## src/rtl/fetch_pkg.sv

```systemverilog
// rtl/fetch_pkg.sv - shared types, constants and helpers for the instruction-fetch front end
package fetch_pkg;

  // addi x0, x0, 0: what decode sees on the data lines when nothing is buffered
  localparam logic [31:0] RV_NOP           = 32'h0000_0013;
  localparam logic [31:0] DEFAULT_RESET_PC = 32'h0000_0000;

  // One buffered fetch: the word and the address it was read from
  typedef struct packed {
    logic [31:0] pc;
    logic [31:0] instr;
  } fetch_entry_t;

  localparam fetch_entry_t EMPTY_ENTRY = '{pc: 32'h0000_0000, instr: RV_NOP};

  // Instruction addresses are word aligned; low bits of a target are dropped
  function automatic logic [31:0] align_pc(input logic [31:0] pc);
    return {pc[31:2], 2'b00};
  endfunction

endpackage

```

## src/rtl/fetch_if.sv

```systemverilog
// rtl/fetch_if.sv - imem, redirect and decode-side signals of the fetch stage
interface fetch_if;

  logic        imem_req;
  logic [31:0] imem_addr;
  logic [31:0] imem_rdata;
  logic        redirect_valid;
  logic [31:0] redirect_pc;
  logic        out_valid;
  logic        out_ready;
  logic [31:0] out_pc;
  logic [31:0] out_instr;

  // Fetch-stage side
  modport master (
    output imem_req,
    output imem_addr,
    output out_valid,
    output out_pc,
    output out_instr,
    input  imem_rdata,
    input  redirect_valid,
    input  redirect_pc,
    input  out_ready
  );

  // Environment side: instruction memory, execute and decode
  modport slave (
    input  imem_req,
    input  imem_addr,
    input  out_valid,
    input  out_pc,
    input  out_instr,
    output imem_rdata,
    output redirect_valid,
    output redirect_pc,
    output out_ready
  );

endinterface

```

## src/rtl/fetch_fifo.sv

```systemverilog
// rtl/fetch_fifo.sv - small fetch buffer holding {pc, instr} entries in program order
module fetch_fifo
  import fetch_pkg::*;
#(
  parameter int DEPTH = 2,
  localparam int AW   = $clog2(DEPTH),
  localparam int CW   = AW + 1
) (
  input  logic          clk,
  input  logic          rst,
  input  logic          push,
  input  fetch_entry_t  push_data,
  input  logic          pop,
  input  logic          flush,
  output fetch_entry_t  head,
  output logic [CW-1:0] count
);

  fetch_entry_t  mem_q [DEPTH];
  fetch_entry_t  mem_d [DEPTH];
  logic [AW-1:0] wr_ptr_q, wr_ptr_d;
  logic [AW-1:0] rd_ptr_q, rd_ptr_d;
  logic [CW-1:0] count_q, count_d;

  // Next pointers/occupancy; a flush wins over a push arriving in the same cycle
  always_comb begin
    mem_d    = mem_q;
    wr_ptr_d = wr_ptr_q;
    rd_ptr_d = rd_ptr_q;
    count_d  = count_q;
    if (flush) begin
      wr_ptr_d = '0;
      rd_ptr_d = '0;
      count_d  = '0;
    end else begin
      if (push) begin
        mem_d[wr_ptr_q] = push_data;
        wr_ptr_d        = wr_ptr_q + 1'b1;
      end
      if (pop) begin
        rd_ptr_d = rd_ptr_q + 1'b1;
      end
      count_d = count_q + CW'(push) - CW'(pop);
    end
  end

  // State registers; pointers wrap naturally because DEPTH is a power of two
  always_ff @(posedge clk or posedge rst) begin
    if (rst) begin
      wr_ptr_q <= '0;
      rd_ptr_q <= '0;
      count_q  <= '0;
      for (int i = 0; i < DEPTH; i++) begin
        mem_q[i] <= EMPTY_ENTRY;
      end
    end else begin
      wr_ptr_q <= wr_ptr_d;
      rd_ptr_q <= rd_ptr_d;
      count_q  <= count_d;
      mem_q    <= mem_d;
    end
  end

  // Head is read combinationally so decode sees it the cycle it lands; NOP when empty
  always_comb begin
    head = EMPTY_ENTRY;
    if (count_q != '0) begin
      head = mem_q[rd_ptr_q];
    end
  end

  assign count = count_q;

endmodule

```

## src/rtl/fetch_stage.sv

```systemverilog
// rtl/fetch_stage.sv - RV32I fetch front end: PC, imem issue/credit, redirect and output buffer
module fetch_stage
  import fetch_pkg::*;
#(
  parameter logic [31:0] RESET_PC   = DEFAULT_RESET_PC,
  parameter int          FIFO_DEPTH = 2
) (
  input  logic     clk,
  input  logic     rst,
  fetch_if.master  bus
);

  localparam int CW  = $clog2(FIFO_DEPTH) + 1;
  localparam int CW1 = CW + 1;

  logic [31:0]   fetch_pc_q, fetch_pc_d;
  logic [31:0]   req_pc_q, req_pc_d;
  logic          inflight_q, inflight_d;

  logic [CW-1:0] count;
  fetch_entry_t  head;
  fetch_entry_t  resp_entry;
  logic          out_valid;
  logic          deq;
  logic          issue;
  logic          push;
  logic [CW1-1:0] credit_used;

  // Handshake and credit: a new read is allowed only if its word is sure to find a free slot
  always_comb begin
    out_valid   = (count != '0) & !bus.redirect_valid;
    deq         = out_valid & bus.out_ready;
    credit_used = CW1'(count) + CW1'(inflight_q) - CW1'(deq);
    issue       = !rst & !bus.redirect_valid & (credit_used < CW1'(FIFO_DEPTH));
    push        = inflight_q & !bus.redirect_valid;
    resp_entry  = '{pc: req_pc_q, instr: bus.imem_rdata};
  end

  // PC sequencing: a redirect replaces the PC and suppresses issue, else advance on issue
  always_comb begin
    fetch_pc_d = fetch_pc_q;
    req_pc_d   = req_pc_q;
    inflight_d = issue;
    if (bus.redirect_valid) begin
      fetch_pc_d = align_pc(bus.redirect_pc);
    end else if (issue) begin
      fetch_pc_d = fetch_pc_q + 32'd4;
      req_pc_d   = fetch_pc_q;
    end
  end

  // Fetch state registers; reset drops any response still in flight
  always_ff @(posedge clk or posedge rst) begin
    if (rst) begin
      fetch_pc_q <= RESET_PC;
      req_pc_q   <= 32'h0000_0000;
      inflight_q <= 1'b0;
    end else begin
      fetch_pc_q <= fetch_pc_d;
      req_pc_q   <= req_pc_d;
      inflight_q <= inflight_d;
    end
  end

  fetch_fifo #(
    .DEPTH (FIFO_DEPTH)
  ) u_fifo (
    .clk       (clk),
    .rst       (rst),
    .push      (push),
    .push_data (resp_entry),
    .pop       (deq),
    .flush     (bus.redirect_valid),
    .head      (head),
    .count     (count)
  );

  assign bus.imem_req  = issue;
  assign bus.imem_addr = fetch_pc_q;
  assign bus.out_valid = out_valid;
  assign bus.out_pc    = head.pc;
  assign bus.out_instr = head.instr;

endmodule

```

## src/flat_wrapper.sv

```systemverilog
// flat-port wrapper written by rule: the top's interface ports become plain ports
module fetch_stage_flat import fetch_pkg::*;
#(
  parameter logic [31:0] RESET_PC   = DEFAULT_RESET_PC,
  parameter int          FIFO_DEPTH = 2
)
  (clk, rst, bus_imem_req, bus_imem_addr, bus_out_valid, bus_out_pc, bus_out_instr, bus_imem_rdata, bus_redirect_valid, bus_redirect_pc, bus_out_ready);
  fetch_if bus_i ();
  input  logic clk;
  input  logic rst;
  output wire logic [$bits(bus_i.imem_req)-1:0] bus_imem_req;
  output wire logic [$bits(bus_i.imem_addr)-1:0] bus_imem_addr;
  output wire logic [$bits(bus_i.out_valid)-1:0] bus_out_valid;
  output wire logic [$bits(bus_i.out_pc)-1:0] bus_out_pc;
  output wire logic [$bits(bus_i.out_instr)-1:0] bus_out_instr;
  input wire logic [$bits(bus_i.imem_rdata)-1:0] bus_imem_rdata;
  input wire logic [$bits(bus_i.redirect_valid)-1:0] bus_redirect_valid;
  input wire logic [$bits(bus_i.redirect_pc)-1:0] bus_redirect_pc;
  input wire logic [$bits(bus_i.out_ready)-1:0] bus_out_ready;
  assign bus_imem_req = bus_i.imem_req;
  assign bus_imem_addr = bus_i.imem_addr;
  assign bus_out_valid = bus_i.out_valid;
  assign bus_out_pc = bus_i.out_pc;
  assign bus_out_instr = bus_i.out_instr;
  assign bus_i.imem_rdata = bus_imem_rdata;
  assign bus_i.redirect_valid = bus_redirect_valid;
  assign bus_i.redirect_pc = bus_redirect_pc;
  assign bus_i.out_ready = bus_out_ready;
  fetch_stage #(.RESET_PC(RESET_PC), .FIFO_DEPTH(FIFO_DEPTH)) u_core (.clk(clk), .rst(rst), .bus(bus_i));
endmodule
```

## config.mk

```make
export PLATFORM = sky130hd
export DESIGN_NAME = fetch_stage_flat
export DESIGN_NICKNAME = d
export VERILOG_FILES = /design/src/rtl/fetch_pkg.sv /design/src/rtl/fetch_if.sv /design/src/rtl/fetch_fifo.sv /design/src/rtl/fetch_stage.sv /design/src/flat_wrapper.sv
export SDC_FILE = /design/constraint.sdc
export NUM_CORES = 1
export LEC_CHECK = 0
export ABC_AREA = 1
export BUFFER_PORTS_ARGS = -buffer_cell sky130_fd_sc_hd__buf_2
export CAP_MARGIN = 5
export CELL_PAD_IN_SITES_DETAIL_PLACEMENT = 1
export CELL_PAD_IN_SITES_GLOBAL_PLACEMENT = 2
export CORE_UTILIZATION = 25
export DETAILED_ROUTE_END_ITERATION = 8
export PLACE_DENSITY_LB_ADDON = 0.1
export SYNTH_ARGS = -nofsm -noshare
export SYNTH_HDL_FRONTEND = slang
export SYNTH_SLANG_ARGS = --single-unit
```

## constraint.sdc

```tcl
create_clock -name clk -period 11.41 [get_ports clk]
set_clock_uncertainty 0.05 [all_clocks]
set_input_delay 1.141 -clock clk [delete_from_list [all_inputs] [get_ports clk]]
set_output_delay 1.141 -clock clk [all_outputs]
set_load 0.01 [all_outputs]
```

After elaboration in Yosys (flattened, before gate mapping)

Cells that the tools add are included.
W data, S select, Z words.

Flip-flop bits (word level): 197
Output and inout bits: 98
Logic and storage cells: 52
Input port bits: 68

Magnitude comparators: 4
Add/subtract/negate cells: 7
Reductions and logical operators: 9
Muxes and demuxes: 14
Bitwise gates (word level): 8

Operator list:

| kind                    | number |
|---|---|
| $mux W64                | 5 |
| $bwmux W128             | 1 |
| $demux W64 S1           | 1 |
| $mux W32                | 2 |
| $add A32 B3 Y32 const B | 1 |
| $reduce_bool A2 Y1      | 4 |
| $and A1 B1 Y1           | 5 |
| $ge A2 B2 Y1 const B    | 2 |
| $mux W1                 | 4 |
| $not A1 Y2              | 2 |
| $reduce_and A2 Y1       | 2 |
| $add A2 B1 Y3           | 1 |
| $lt A3 B2 Y1 const B    | 1 |
| $sub A3 B1 Y3           | 1 |
| $add A1 B1 Y1 const B   | 2 |
| $add A2 B1 Y2           | 1 |
| $logic_not A1 Y1        | 2 |
| $lt A2 B1 Y1 const B    | 1 |
| $mux W2                 | 1 |
| $sub A2 B1 Y2           | 1 |
| $logic_and A1 B1 Y1     | 1 |
| $not A1 Y1              | 1 |

Logic depth before layout (Yosys ltp)

Depth after elaboration: 8
Depth in mapped cells: 16
Mapped depth without buffers: 15

By module

From an unflattened synthesis, not the netlist that was laid out.

Cell total of the unflattened synthesis: 1,200
Area, all modules: 9,730.6 µm²

Modules (own cells, without submodules):

| module      | seq. area each (µm²) | times used | cells an instance | area each (µm²) |
|---|---|---|---|---|
| fetch_fifo  | 3,310.7              | 1          | 716               | 6,182.2 |
| fetch_stage | 1,526.5              | 1          | 484               | 3,548.4 |

Worst setup path after synthesis

No wires, ideal clock.

Path kind: in2out
Start point: input port rst
End point: output port bus_imem_req
Arrival: 5.845 ns
Path buffers: 1
Stages on the path: 6
Required time: 10.219 ns
Setup slack: 4.374 ns
Cell sequence: inv_1 nand2_1 nor2_1 nand2_1 inv_1 buf_2

Cells in the longest elaborated chain, start to end: 3

Ends and longest elaborated chain:

| item                        | line               | source |
|---|---|---|
| start: declaration          | flat_wrapper.sv:10 | `input logic rst;` |
| $logic_not A1 Y1            | fetch_stage.sv:34  | `issue = !rst & !bus.redirect_valid & (credit_used < CW1'(FIFO_DEPTH));` |
| $and A1 B1 Y1 (2 in series) | fetch_stage.sv:34  |  |
| end: declaration            | flat_wrapper.sv:11 | `output wire logic [$bits(bus_i.imem_req)-1:0] bus_imem_req;` |

Every way passes these cells.

Worst setup path in the final report

Start point: register u_core.u_fifo.count_q[1], in the netlist u_core.u_fifo.count[1]
End point: output port bus_imem_req

Cells in the longest elaborated chain, start to end: 6
Elaborated cells on any way between the ends: 7
Those cells by class: add/sub (2); order compare (1); bitwise (3); reduce/logical (1)

Ends and longest elaborated chain:

| item                     | line              | source |
|---|---|---|
| start: declaration       | fetch_fifo.sv:23  | `logic [CW-1:0] count_q, count_d;` |
| start signal: assignment | fetch_fifo.sv:59  | `count_q <= count_d;` |
| $reduce_bool A2 Y1       | fetch_stage.sv:31 | `out_valid = (count != '0) & !bus.redirect_valid;` |
| $and A1 B1 Y1            | fetch_stage.sv:31 |  |
| $and A1 B1 Y1            | fetch_stage.sv:32 | `deq = out_valid & bus.out_ready;` |
| $sub A3 B1 Y3 (*)        | fetch_stage.sv:33 | `credit_used = CW1'(count) + CW1'(inflight_q) - CW1'(deq);` |
| $lt A3 B2 Y1 (*)         | fetch_stage.sv:34 |  |
| $and A1 B1 Y1 (*)        | fetch_stage.sv:34 |  |

Every way passes the cells marked *; elsewhere a longest branch is shown, timed or not.

==> results.txt <==
Final Util = 30.3%
Synthesized instance count = 1,195
Yosys warning total = 0
Clock Sinks = 189
First-pass GRT wire length = 46,100 um
Post-synth top area cell = dfrtp_1
Total power = 2.37 mW
Initial Util = 25.5%
Hold Path Depth = 2
Sequential Area = 4740 um2
WL final = 29,000 um
CTS root buf = clkbuf_16
Post-synthesis register bit count = 189
DP Worst Slack = 7070 ps
Multi-input gate area = 3560 um2
Worst-path clk slew = 70 ps
Fin. Hold Viols = 0
GRT Total Usage = 16.3%
Area contributors post-synth = dfrtp_1 50%, nand2_1 17%, o21ai_0 5.9%
Ant diodes = 0
TritonCTS clock tree = done
Die W = 193 um
Largest net degree at the start of global routing = 83
Register area share after synthesis = 52.0%
Nets@finish = 1,392
Post-route setup slack = 6870 ps
Die H = 193 um
Crit-path max FO = 61
Final Slew Violations = 0
Worst slew pin tran = 940 ps
DRC viols = 22
Flop-to-flop setup slack = 7520 ps
Crit Path Class = reg2out
Via count = 7,877
Post-synth EDFFs = 0
Setup-failing EPs final = 0
Startpoint Class = flip-flop
VDD IR max = 0.0000974 V
Cts repair resizes = 0
I/O pin count = 166
Worst Hold End = u_core.u_fifo.mem_q[65]$_DFFE_PP1P_
Critical Path AT = 3350 ps
DPL Wire Length = 18,900 um
Syn avg cell area = 7.62 um2
R2r startpoint = u_core.u_fifo.count[1]$_DFF_PP0_
Row cnt = 69
CTS Buffer Depth = 2
Grt total ovfl = 0
Hold_sp = u_core.u_fifo.mem_q[65]$_DFFE_PP1P_
Leak = 5.45 nW
Gp weighted congestion = 0.708
PwrDens = 219 nW/um2
Main synth FF type = dfrtp_1
Port Buffers = 159
Vias/cell = 4.39
Max_slew headroom = 37.4%
Yosys cell types = 31
Core ar. = 35,700 um2
Fin crit share = 39.8%
Worst R2R End = u_core.bus.imem_addr[24]$_DFFE_PP0P_
Drt initial violations = 369
CP endpoint kind = primary output
CP required = 10,220 ps
Layout filler cell count = 4,379
Max_cap viols = 0
Share of cells above drive strength 1 = 16.4%
Vias in the first global route = 8,111
Hold Path Class = reg2reg
Mapped Area = 9110 um2
R2R cell count = 15
Hold-fix buffer count after cts = 0
Yosys top cell area share = 50.3%
RSZ-0062 raised after global routing = false
Htree depth = 4
Final ANT Viol Nets = 0
Initial antenna violation count = 0
Fmax = 220 MHz
Hold Slack = 425 ps
Clock Latency Late Sink = 440 ps
Final TNS setup = 0 ps
First-pass DRT Iterations = 7
Area Growth Syn to Fin = 18.8%
Wire length per cell = 16.2 um
Status = finished with violations
Die ar. = 37,200 um2
TritonCTS buffer count = 17
Async SR Flop Fraction = 100%
Final min period = 4540 ps
Post-CTS Setup Bufs = 0
Failing checks = design-rule violations
==> critical path, cell delays in order (launching register included) <==
cell and delay, ps:
dfrtp_1 470, nor2_4 120, buf_4 650, nor2_1 110
nand2_1 220, inv_1 90, nand2_1 70, nand3_1 80
fa_1 490, nand2_1 70, nor2_1 130, nand2_2 150
inv_1 120, buf_2 140
==> cell type report <==
class,instances,share of cell area (%)
sequential,189,43.8
multi-input combinational,812,32.9
timing repair buffer,169,8.05
clock buffer,21,4.16
tap,461,5.33
clock inverter,10,1.05
inverter,131,4.66
==> report_power, final <==
part	total (mW)	internal (mW)	leakage, nW	switching (mW)
clock network	0.598	0.328	0.277	0.270
registers	1.12	0.956	2.36	0.166
logic	0.650	0.239	2.81	0.411
==> layout by cell type (no fill, tap or decap), types with 2 or more instances in the layout <==
cell type  netlist  layout
nor2_2           2       2
nand4_1          2       2
clkbuf_1        34       3
inv_6            0       2
inv_1          129     128
clkinv_4         1       2
o211ai_1         4       4
o21ai_2          3       3
ha_1             3       3
xor2_1           3       3
dfstp_2          6       6
clkbuf_16        0      17
o21ai_1         47      47
clkinv_2         0       4
nand3_1         68      67
nand2_1        419     418
nor2_4           1       2
bufinv_16        0       2
buf_2           18     159
conb_1           1       4
o21ai_0        108     108
nor2_1          70      69
buf_4            4      10
a21oi_1         72      72
dfrtp_1        183     182
nand2_2          1       2
==> metal layers <==
layer  track usage, %  wire (um)  vias to the layer above
met4             4.75        427                        0
met2             25.4      13000                      136
met5                0          0                        -
met1             22.9      14500                     3742
met3             2.84       1080                       16
li1                 -          -                     3983
==> how the worst max path moves through the flow <==
stage / start / end / slack [ps]
after floorplan: rst / bus_imem_req / 4370
after global placement: bus_redirect_valid / bus_imem_req / 7060
after detailed placement: bus_redirect_valid / bus_imem_req / 7070
after CTS: u_core.u_fifo.count[1]$_DFF_PP0_ / bus_imem_req / 6720
after global routing: u_core.u_fifo.count[1]$_DFF_PP0_ / bus_imem_req / 6530
final: u_core.u_fifo.count[1]$_DFF_PP0_ / bus_imem_req / 6870
==> kinds of logic (layout without fill, tap and decap cells) <==
family | count (synthesis) | in the layout | synth area share [%]
xor gates and xnor gates | 4 | 4 | 0.385
AOI/OAI and AO/OA | 234 | 234 | 13.1
DFF | 189 | 189 | 52.0
and+or+nand+nor | 566 | 566 | 24.6
other | 1 | 4 | 0.0412
adders and majority gates | 4 | 4 | 0.632
buffers and inverters | 197 | 331 | 9.26
==> flip-flops by register name, summed over array words and instances (netlist names) <==
signal,flops
u_core.u_fifo.rd_ptr_q,1
u_core.req_pc_q,30
u_core.u_fifo.mem_q,124
u_core.inflight_q,1
u_core.u_fifo.count,2
u_core.u_fifo.wr_ptr_q,1
u_core.bus.imem_addr,30
==> synth_stat cells (2+ instances only) <==
| cell type | number |
|---|---|
| a21oi_1 | 72 |
| buf_2 | 18 |
| buf_4 | 4 |
| buf_6 | 8 |
| clkbuf_1 | 34 |
| dfrtp_1 | 183 |
| dfstp_2 | 6 |
| ha_1 | 3 |
| inv_1 | 129 |
| nand2_1 | 419 |
| nand3_1 | 68 |
| nand4_1 | 2 |
| nor2_1 | 70 |
| nor2_2 | 2 |
| o211ai_1 | 4 |
| o21ai_0 | 108 |
| o21ai_1 | 47 |
| o21ai_2 | 3 |
| xor2_1 | 3 |
==> stage by stage <==
step / cells / cell area (um2)
floorplan: 1198 / 9120
global placement: 1762 / 10300
detailed placement: 1762 / 10300
CTS: 1793 / 10800
global route: 1793 / 10800
finish: 1793 / 10800
No activity file was read; power rests on OpenSTA's default activity.
